<file path="src/rtl/pal_csync_generator_if.sv">
// Sync-generator bus: timing control inputs and the generated PAL sync outputs.
// The generator side uses the master modport; a sync consumer uses slave.
interface pal_csync_generator_if;
    logic       enable;
    logic       frame_sync;
    logic       csync;
    logic       hsync;
    logic       vsync;
    logic       odd_field;
    logic [9:0] line_number;

    modport master (
        input  enable, frame_sync,
        output csync, hsync, vsync, odd_field, line_number
    );

    modport slave (
        output enable, frame_sync,
        input  csync, hsync, vsync, odd_field, line_number
    );
endinterface

</file>
<file path="src/rtl/pal_csync_generator.sv">
// PAL 625-line interlaced composite sync generator built from half-line slots.
// All outputs are registered from the current (h, pix) position.
module pal_csync_generator #(
    parameter int HALF_LINE = 2592,
    parameter int HSYNC_LEN = 381,
    parameter int EQ_LEN    = 190,
    parameter int BROAD_LEN = 2211
) (
    input  logic                  clk,
    input  logic                  reset_n,
    pal_csync_generator_if.master bus
);
    localparam int              PIX_W    = $clog2(HALF_LINE);
    localparam logic [PIX_W-1:0] PIX_LAST = PIX_W'(HALF_LINE - 1);
    localparam logic [PIX_W-1:0] PIX_ZERO = PIX_W'(0);
    localparam logic [10:0]     H_LAST   = 11'd1249;
    localparam logic [10:0]     H_FIELD2 = 11'd625;

    typedef enum logic [1:0] {
        SLOT_NONE  = 2'd0,
        SLOT_HSYNC = 2'd1,
        SLOT_EQ    = 2'd2,
        SLOT_BROAD = 2'd3
    } slot_e;

    function automatic slot_e slot_of(input logic [10:0] h);
        slot_e s;
        if (h <= 11'd4)         s = SLOT_BROAD;
        else if (h <= 11'd9)    s = SLOT_EQ;
        else if (h <= 11'd619)  s = h[0] ? SLOT_NONE : SLOT_HSYNC;
        else if (h <= 11'd624)  s = SLOT_EQ;
        else if (h <= 11'd629)  s = SLOT_BROAD;
        else if (h <= 11'd634)  s = SLOT_EQ;
        else if (h == 11'd635)  s = SLOT_NONE;
        else if (h <= 11'd1244) s = h[0] ? SLOT_NONE : SLOT_HSYNC;
        else                    s = SLOT_EQ;
        return s;
    endfunction

    function automatic logic [PIX_W-1:0] pulse_len(input slot_e s);
        logic [PIX_W-1:0] len;
        case (s)
            SLOT_BROAD: len = PIX_W'(BROAD_LEN);
            SLOT_EQ:    len = PIX_W'(EQ_LEN);
            SLOT_HSYNC: len = PIX_W'(HSYNC_LEN);
            default:    len = PIX_ZERO;
        endcase
        return len;
    endfunction

    logic [PIX_W-1:0] pix_r, pix_nxt_s;
    logic [10:0]      h_r, h_nxt_s;
    logic             csync_r, hsync_r, vsync_r, odd_field_r;
    logic [9:0]       line_number_r;
    logic             csync_nxt_s, hsync_nxt_s, vsync_nxt_s, odd_field_nxt_s;
    logic [9:0]       line_number_nxt_s;
    logic             line_start_s;

    // Position register update.
    always_ff @(posedge clk) begin
        if (!reset_n) begin
            pix_r <= PIX_ZERO;
            h_r   <= 11'd0;
        end else begin
            pix_r <= pix_nxt_s;
            h_r   <= h_nxt_s;
        end
    end

    // Next position: frame_sync restarts even while disabled.
    always_comb begin
        pix_nxt_s = pix_r;
        h_nxt_s   = h_r;
        if (bus.frame_sync) begin
            pix_nxt_s = PIX_ZERO;
            h_nxt_s   = 11'd0;
        end else if (bus.enable) begin
            if (pix_r == PIX_LAST) begin
                pix_nxt_s = PIX_ZERO;
                h_nxt_s   = (h_r == H_LAST) ? 11'd0 : h_r + 11'd1;
            end else begin
                pix_nxt_s = pix_r + PIX_W'(1);
                h_nxt_s   = h_r;
            end
        end else begin
            pix_nxt_s = pix_r;
            h_nxt_s   = h_r;
        end
    end

    // Output decode from the current position; disabled forces syncs inactive.
    always_comb begin
        line_start_s      = (pix_r == PIX_ZERO);
        csync_nxt_s       = 1'b1;
        hsync_nxt_s       = 1'b0;
        vsync_nxt_s       = 1'b0;
        odd_field_nxt_s   = odd_field_r;
        line_number_nxt_s = line_number_r;
        if (bus.enable) begin
            csync_nxt_s       = !(pix_r < pulse_len(slot_of(h_r)));
            hsync_nxt_s       = line_start_s && !h_r[0];
            vsync_nxt_s       = line_start_s && ((h_r == 11'd0) || (h_r == H_FIELD2));
            odd_field_nxt_s   = (h_r < H_FIELD2);
            line_number_nxt_s = h_r[10:1] + 10'd1;
        end else begin
            csync_nxt_s       = 1'b1;
            hsync_nxt_s       = 1'b0;
            vsync_nxt_s       = 1'b0;
            odd_field_nxt_s   = odd_field_r;
            line_number_nxt_s = line_number_r;
        end
    end

    // Output registers.
    always_ff @(posedge clk) begin
        if (!reset_n) begin
            csync_r       <= 1'b1;
            hsync_r       <= 1'b0;
            vsync_r       <= 1'b0;
            odd_field_r   <= 1'b1;
            line_number_r <= 10'd1;
        end else begin
            csync_r       <= csync_nxt_s;
            hsync_r       <= hsync_nxt_s;
            vsync_r       <= vsync_nxt_s;
            odd_field_r   <= odd_field_nxt_s;
            line_number_r <= line_number_nxt_s;
        end
    end

    assign bus.csync       = csync_r;
    assign bus.hsync       = hsync_r;
    assign bus.vsync       = vsync_r;
    assign bus.odd_field   = odd_field_r;
    assign bus.line_number = line_number_r;
endmodule

</file>
<file path="src/flat_wrapper.sv">
// flat-port wrapper written by rule: the top's interface ports become plain ports
module pal_csync_generator_flat 
#(
    parameter int HALF_LINE = 2592,
    parameter int HSYNC_LEN = 381,
    parameter int EQ_LEN    = 190,
    parameter int BROAD_LEN = 2211
)
  (clk, reset_n, bus_enable, bus_frame_sync, bus_csync, bus_hsync, bus_vsync, bus_odd_field, bus_line_number);
  pal_csync_generator_if bus_i ();
  input  logic clk;
  input  logic reset_n;
  input wire logic [$bits(bus_i.enable)-1:0] bus_enable;
  input wire logic [$bits(bus_i.frame_sync)-1:0] bus_frame_sync;
  output wire logic [$bits(bus_i.csync)-1:0] bus_csync;
  output wire logic [$bits(bus_i.hsync)-1:0] bus_hsync;
  output wire logic [$bits(bus_i.vsync)-1:0] bus_vsync;
  output wire logic [$bits(bus_i.odd_field)-1:0] bus_odd_field;
  output wire logic [$bits(bus_i.line_number)-1:0] bus_line_number;
  assign bus_i.enable = bus_enable;
  assign bus_i.frame_sync = bus_frame_sync;
  assign bus_csync = bus_i.csync;
  assign bus_hsync = bus_i.hsync;
  assign bus_vsync = bus_i.vsync;
  assign bus_odd_field = bus_i.odd_field;
  assign bus_line_number = bus_i.line_number;
  pal_csync_generator #(.HALF_LINE(HALF_LINE), .HSYNC_LEN(HSYNC_LEN), .EQ_LEN(EQ_LEN), .BROAD_LEN(BROAD_LEN)) u_core (.clk(clk), .reset_n(reset_n), .bus(bus_i));
endmodule
</file>
<file path="config.mk">
export PLATFORM = sky130hd
export DESIGN_NAME = pal_csync_generator_flat
export DESIGN_NICKNAME = d
export VERILOG_FILES = /design/src/rtl/pal_csync_generator_if.sv /design/src/rtl/pal_csync_generator.sv /design/src/flat_wrapper.sv
export SDC_FILE = /design/constraint.sdc
export NUM_CORES = 1
export LEC_CHECK = 0
export ABC_AREA = 1
export BUFFER_PORTS_ARGS = -buffer_cell sky130_fd_sc_hd__buf_2
export CAP_MARGIN = 20
export CORE_ASPECT_RATIO = 0.75
export CORE_MARGIN = 5
export CORE_UTILIZATION = 50
export CTS_BUF_LIST = sky130_fd_sc_hd__clkbuf_8
export DETAILED_ROUTE_END_ITERATION = 12
export GPL_TIMING_DRIVEN = 1
export PLACE_DENSITY = 0.79
export SLEW_MARGIN = 10
export SYNTH_ARGS = -nofsm -noshare
export SYNTH_HDL_FRONTEND = slang
export SYNTH_SLANG_ARGS = --single-unit
</file>
<file path="constraint.sdc">
create_clock -name clk -period 2.75 [get_ports clk]
set_input_delay 0.1375 -clock clk [delete_from_list [all_inputs] [get_ports clk]]
set_output_delay 0.1375 -clock clk [all_outputs]
set_load 0.005 [all_outputs]
</file>
==> impl_metrics.sql <==
INSERT INTO impl_metrics (metric_group, metric, value, unit) VALUES
('outcome', 'run_status', 'completed', ''),
('global_routing', 'grt_first_pass_wirelength', '13.0', 'mm'),
('pwr', 'ir_drop', '352', 'µV'),
('setup_path', 'element_type_at_the_critical_path_end', 'flop', ''),
('timing', 'finalSetupViolations', '0', ''),
('setup_path', 'timing.critical_path.fanout_max', '6', ''),
('pwr', 'combinationalPowerShare', '5.9', '%'),
('setup_path', 'critPathArrivalTime', '2.90', 'ns'),
('pwr', 'clockPowerShare', '39.4', '%'),
('floorplanning', 'fp.dieArea', '0.00669', 'mm²'),
('routing', 'avgRoutedWirePerCell', '15.5', 'µm'),
('routing', 'drt_iter0_markers', '243', ''),
('placed_design', 'post-place-ws', '-0.197', 'ns'),
('setup_path', 'timing.critical_path.slowest_cell_delay', '0.39', 'ns'),
('clock_tree', 'clock_root_cell', 'sky130_fd_sc_hd__clkbuf_8', ''),
('setup_path', 'startpoint_type', 'flop', ''),
('setup_path', 'critPathKind', 'reg -> reg', ''),
('setup_path', 'worst_path_max_delay_cell', 'sky130_fd_sc_hd__dfxtp_4', ''),
('timing', 'setup_slack_after_layout', '0.0268', 'ns'),
('min_path', 'hp-class', 'in -> reg', ''),
('global_routing', 'number_of_antenna_violations_at_the_first_check_in_global_routing', '0', ''),
('global_routing', 'grt.met2_usage', '37.7', '%'),
('global_routing', 'grt_remaining_overflow', '0', ''),
('synth', 'synth_enable_flop_cells', '0', ''),
('timing', 'timing.max_slew.rel_slack', '67.0', '%'),
('setup_path', 'critical-path-top-delay-family', 'simple AND/OR/NAND/NOR gates', ''),
('finish', 'layout-drive-gt1-share', '31.9', '%'),
('timing', 'worst-slew-pin-transition', '0.493', 'ns'),
('pwr', 'p_per_area', '294', 'mW/mm²'),
('setup_path', 'critPathRequiredTime', '2.93', 'ns'),
('synth', 'synth-warning-count', '0', ''),
('timing', 'finalHoldWorstSlack', '0.144', 'ns'),
('synth', 'netlist.area_leader.share', '28.8', '%'),
('pwr', 'power.share.switching', '26.0', '%'),
('synth', 'synth_top_area_cell', 'sky130_fd_sc_hd__dfxtp_1', ''),
('timing', 'skew', '0.00450', 'ns'),
('routing', 'first_pass_iteration_count_of_the_detailed_router', '5', ''),
('clock_tree', 'clk_pin_slew', '0.08', 'ns'),
('floorplanning', 'design.core.area', '0.00493', 'mm²'),
('synth', 'synth_async_sr_flop_share', '0', '%'),
('global_routing', 'grtUsageTotal', '24.1', '%'),
('synth', 'synth_seq_area_share', '28.8', '%'),
('synth', 'synthesis.nets', '414', ''),
('finish', 'nFillCells', '362', ''),
('clock_tree', 'clock_insertion_delay_worst_skew', '0.29', 'ns'),
('job', 'drv_cap', '0', ''),
('pwr', 'internal_power', '0.746', 'mW'),
('floorplanning', 'die_y', '72.1', 'µm'),
('floorplanning', 'floorplan.die.width', '92.8', 'µm'),
('timing', 'min_period', '2.72', 'ns'),
('clock_tree', 'cts_tree', 'yes', ''),
('finish', 'nNetsFinal', '482', ''),
('timing', 'final-max-slew-violation-count', '0', ''),
('routing', 'drt-vias-per-instance', '5.53', ''),
('global_routing', 'pin_count_of_the_biggest_net_entering_global_routing', '20', ''),
('timing', 'fmaxAchievable', '367', 'MHz'),
('setup_path', 'crit_path_cell_trace', 'inv_6, ha_4, nand2_2, nor2_1, nand4_1, nand2_1, nand3_1, nand2_1, nand2_1, nand2_1, nand2_1, nand2_2, inv_2, ha_4, o21bai_4, buf_6, buf_4, ha_4, nand2_2, nand2_1, nand2_1, nand2_1, nand2_1, nand2_1', ''),
('finish', 'multi_input_comb_area', '0.00175', 'mm²'),
('clock_tree', 'cts.sink_count', '37', ''),
('setup_path', 'critical_path_buf_inv_count', '4', ''),
('routing', 'antenna_left', '0', ''),
('floorplanning', 'start_util', '52.2', '%'),
('finish', 'areaGrowthSynthToFinish', '33.0', '%'),
('timing', 'finalHoldViolations', '0', ''),
('global_routing', 'grt_util_met1', '32.5', '%'),
('synth', 'synth-main-ff-cell', 'sky130_fd_sc_hd__dfxtp_1', ''),
('routing', 'finalWirelength', '7.96', 'mm'),
('timing', 'timing.final.crit_share', '99.0', '%'),
('clock_tree', 'cts.htree.levels', '2', ''),
('clock_tree', 'cts_made_buffers', '5', ''),
('floorplanning', 'number_of_placed_i_o_pins', '18', '');
==> registers in the layout, indices dropped and copies added, names as in the netlist <==
register,flops
u_core.h_r,11
u_core.bus.odd_field,1
u_core.bus.hsync,1
u_core.bus.vsync,1
u_core.pix_r,12
u_core.bus.csync,1
u_core.bus.line_number,10
==> stage by stage <==
step	utilization, %	power (mW)	TNS, ns	instance area (µm²)	instances
after floorplan	-	0.599	0	2570	386
after CTS	67.6	1.01	-0.000338	3330	514
after global placement	61.8	0.620	-0.0999	3050	501
after global routing	69.4	1.05	-0.158	3420	515
final	69.4	1.01	0	3420	515
after detailed placement	61.8	0.622	-0.197	3050	501
==> final cells by class <==
cell class	instances	share of cell area, %
inverters	66	7.57
repair buffers	68	14.3
clock buffers	5	2.01
flip-flops and latches	37	22.2
multi-input cells	276	51.1
well taps	60	2.19
clock inverters	3	0.658
==> power groups by stage <==
stage               clock, mW  combinational [mW]  sequential [mW]
global placement            0              0.0551            0.565
detailed placement          0              0.0566            0.566
global route            0.433              0.0661            0.552
finish                  0.397              0.0596            0.550
floorplan                   0              0.0326            0.566
CTS                     0.406              0.0567            0.551
==> worst min-delay path, cell delays in order <==
cell and delay, ns:
sky130_fd_sc_hd__buf_2 0.14, sky130_fd_sc_hd__o21ai_0 0.08, sky130_fd_sc_hd__nor2_1 0.04
==> final timing paths <==
check | from | endpoint | slack [ns] | cells after the start
setup / recovery | u_core.h_r[1]$_SDFFE_PP0P_ | u_core.bus.csync$_SDFF_PN1_ | 0.03 | 24
hold / removal | reset_n | u_core.bus.line_number[1]$_SDFFE_PN0P_ | 0.14 | 3
setup reg to reg | u_core.h_r[1]$_SDFFE_PP0P_ | u_core.bus.csync$_SDFF_PN1_ | 0.03 | 24
hold reg to reg | u_core.bus.line_number[9]$_SDFFE_PN0P_ | u_core.bus.line_number[9]$_SDFFE_PN0P_ | 0.50 | 2
==> cell usage in the layout (no fill, tap or decap), types with 12 or more instances in the layout <==
cell type and instances:
sky130_fd_sc_hd__nand2_1 57, sky130_fd_sc_hd__nor2_1 53, sky130_fd_sc_hd__inv_1 52, sky130_fd_sc_hd__buf_4 48
sky130_fd_sc_hd__dfxtp_1 28, sky130_fd_sc_hd__o21ai_0 21, sky130_fd_sc_hd__a21oi_1 20, sky130_fd_sc_hd__nand3_1 19
sky130_fd_sc_hd__buf_2 17, sky130_fd_sc_hd__ha_1 13, sky130_fd_sc_hd__nor3_1 12
==> cells in the mapped netlist (2+ instances only) <==
| master | count |
|---|---|
| sky130_fd_sc_hd__a2111oi_0 | 2 |
| sky130_fd_sc_hd__a21oi_1 | 25 |
| sky130_fd_sc_hd__a31oi_1 | 2 |
| sky130_fd_sc_hd__buf_2 | 4 |
| sky130_fd_sc_hd__clkbuf_1 | 2 |
| sky130_fd_sc_hd__clkinv_2 | 2 |
| sky130_fd_sc_hd__dfxtp_1 | 37 |
| sky130_fd_sc_hd__ha_1 | 24 |
| sky130_fd_sc_hd__inv_1 | 57 |
| sky130_fd_sc_hd__inv_2 | 7 |
| sky130_fd_sc_hd__nand2_1 | 63 |
| sky130_fd_sc_hd__nand2_2 | 4 |
| sky130_fd_sc_hd__nand3_1 | 20 |
| sky130_fd_sc_hd__nand4_1 | 10 |
| sky130_fd_sc_hd__nor2_1 | 56 |
| sky130_fd_sc_hd__nor2_2 | 6 |
| sky130_fd_sc_hd__nor3_1 | 14 |
| sky130_fd_sc_hd__nor4_1 | 4 |
| sky130_fd_sc_hd__o211ai_1 | 2 |
| sky130_fd_sc_hd__o21ai_0 | 22 |
| sky130_fd_sc_hd__o21ai_1 | 3 |
| sky130_fd_sc_hd__o221ai_1 | 2 |
| sky130_fd_sc_hd__xor2_1 | 8 |
==> cell families after synthesis <==
| group | Yosys count | synth area share (%) |
|---|---|---|
| AND/OR/NAND/NOR | 183 | 32.6 |
| buffers and inverters | 73 | 11.1 |
| AO/OA/AOI/OAI | 61 | 13.1 |
| flip-flops | 37 | 28.8 |
| adder cells (fa/ha/maj) | 24 | 11.7 |
| XOR/XNOR | 8 | 2.73 |
==> what timing repair did <==
action                                  CTS  global route
setup buffers                             5             1
pin swaps                                16            19
gates resized for setup                  45            16
gates cloned                              0             0
endpoints found under the setup margin    1             1
==> per-layer routing <==
layer / share of wire [%] / wire [µm] / vias up
met5: 0 / 0 / -
met3: 9.3 / 742 / 22
li1: - / - / 1397
met1: 47 / 3720 / 1283
met4: 1.7 / 138 / 0
met2: 42 / 3360 / 144
Power figures use the tool's default switching activity.
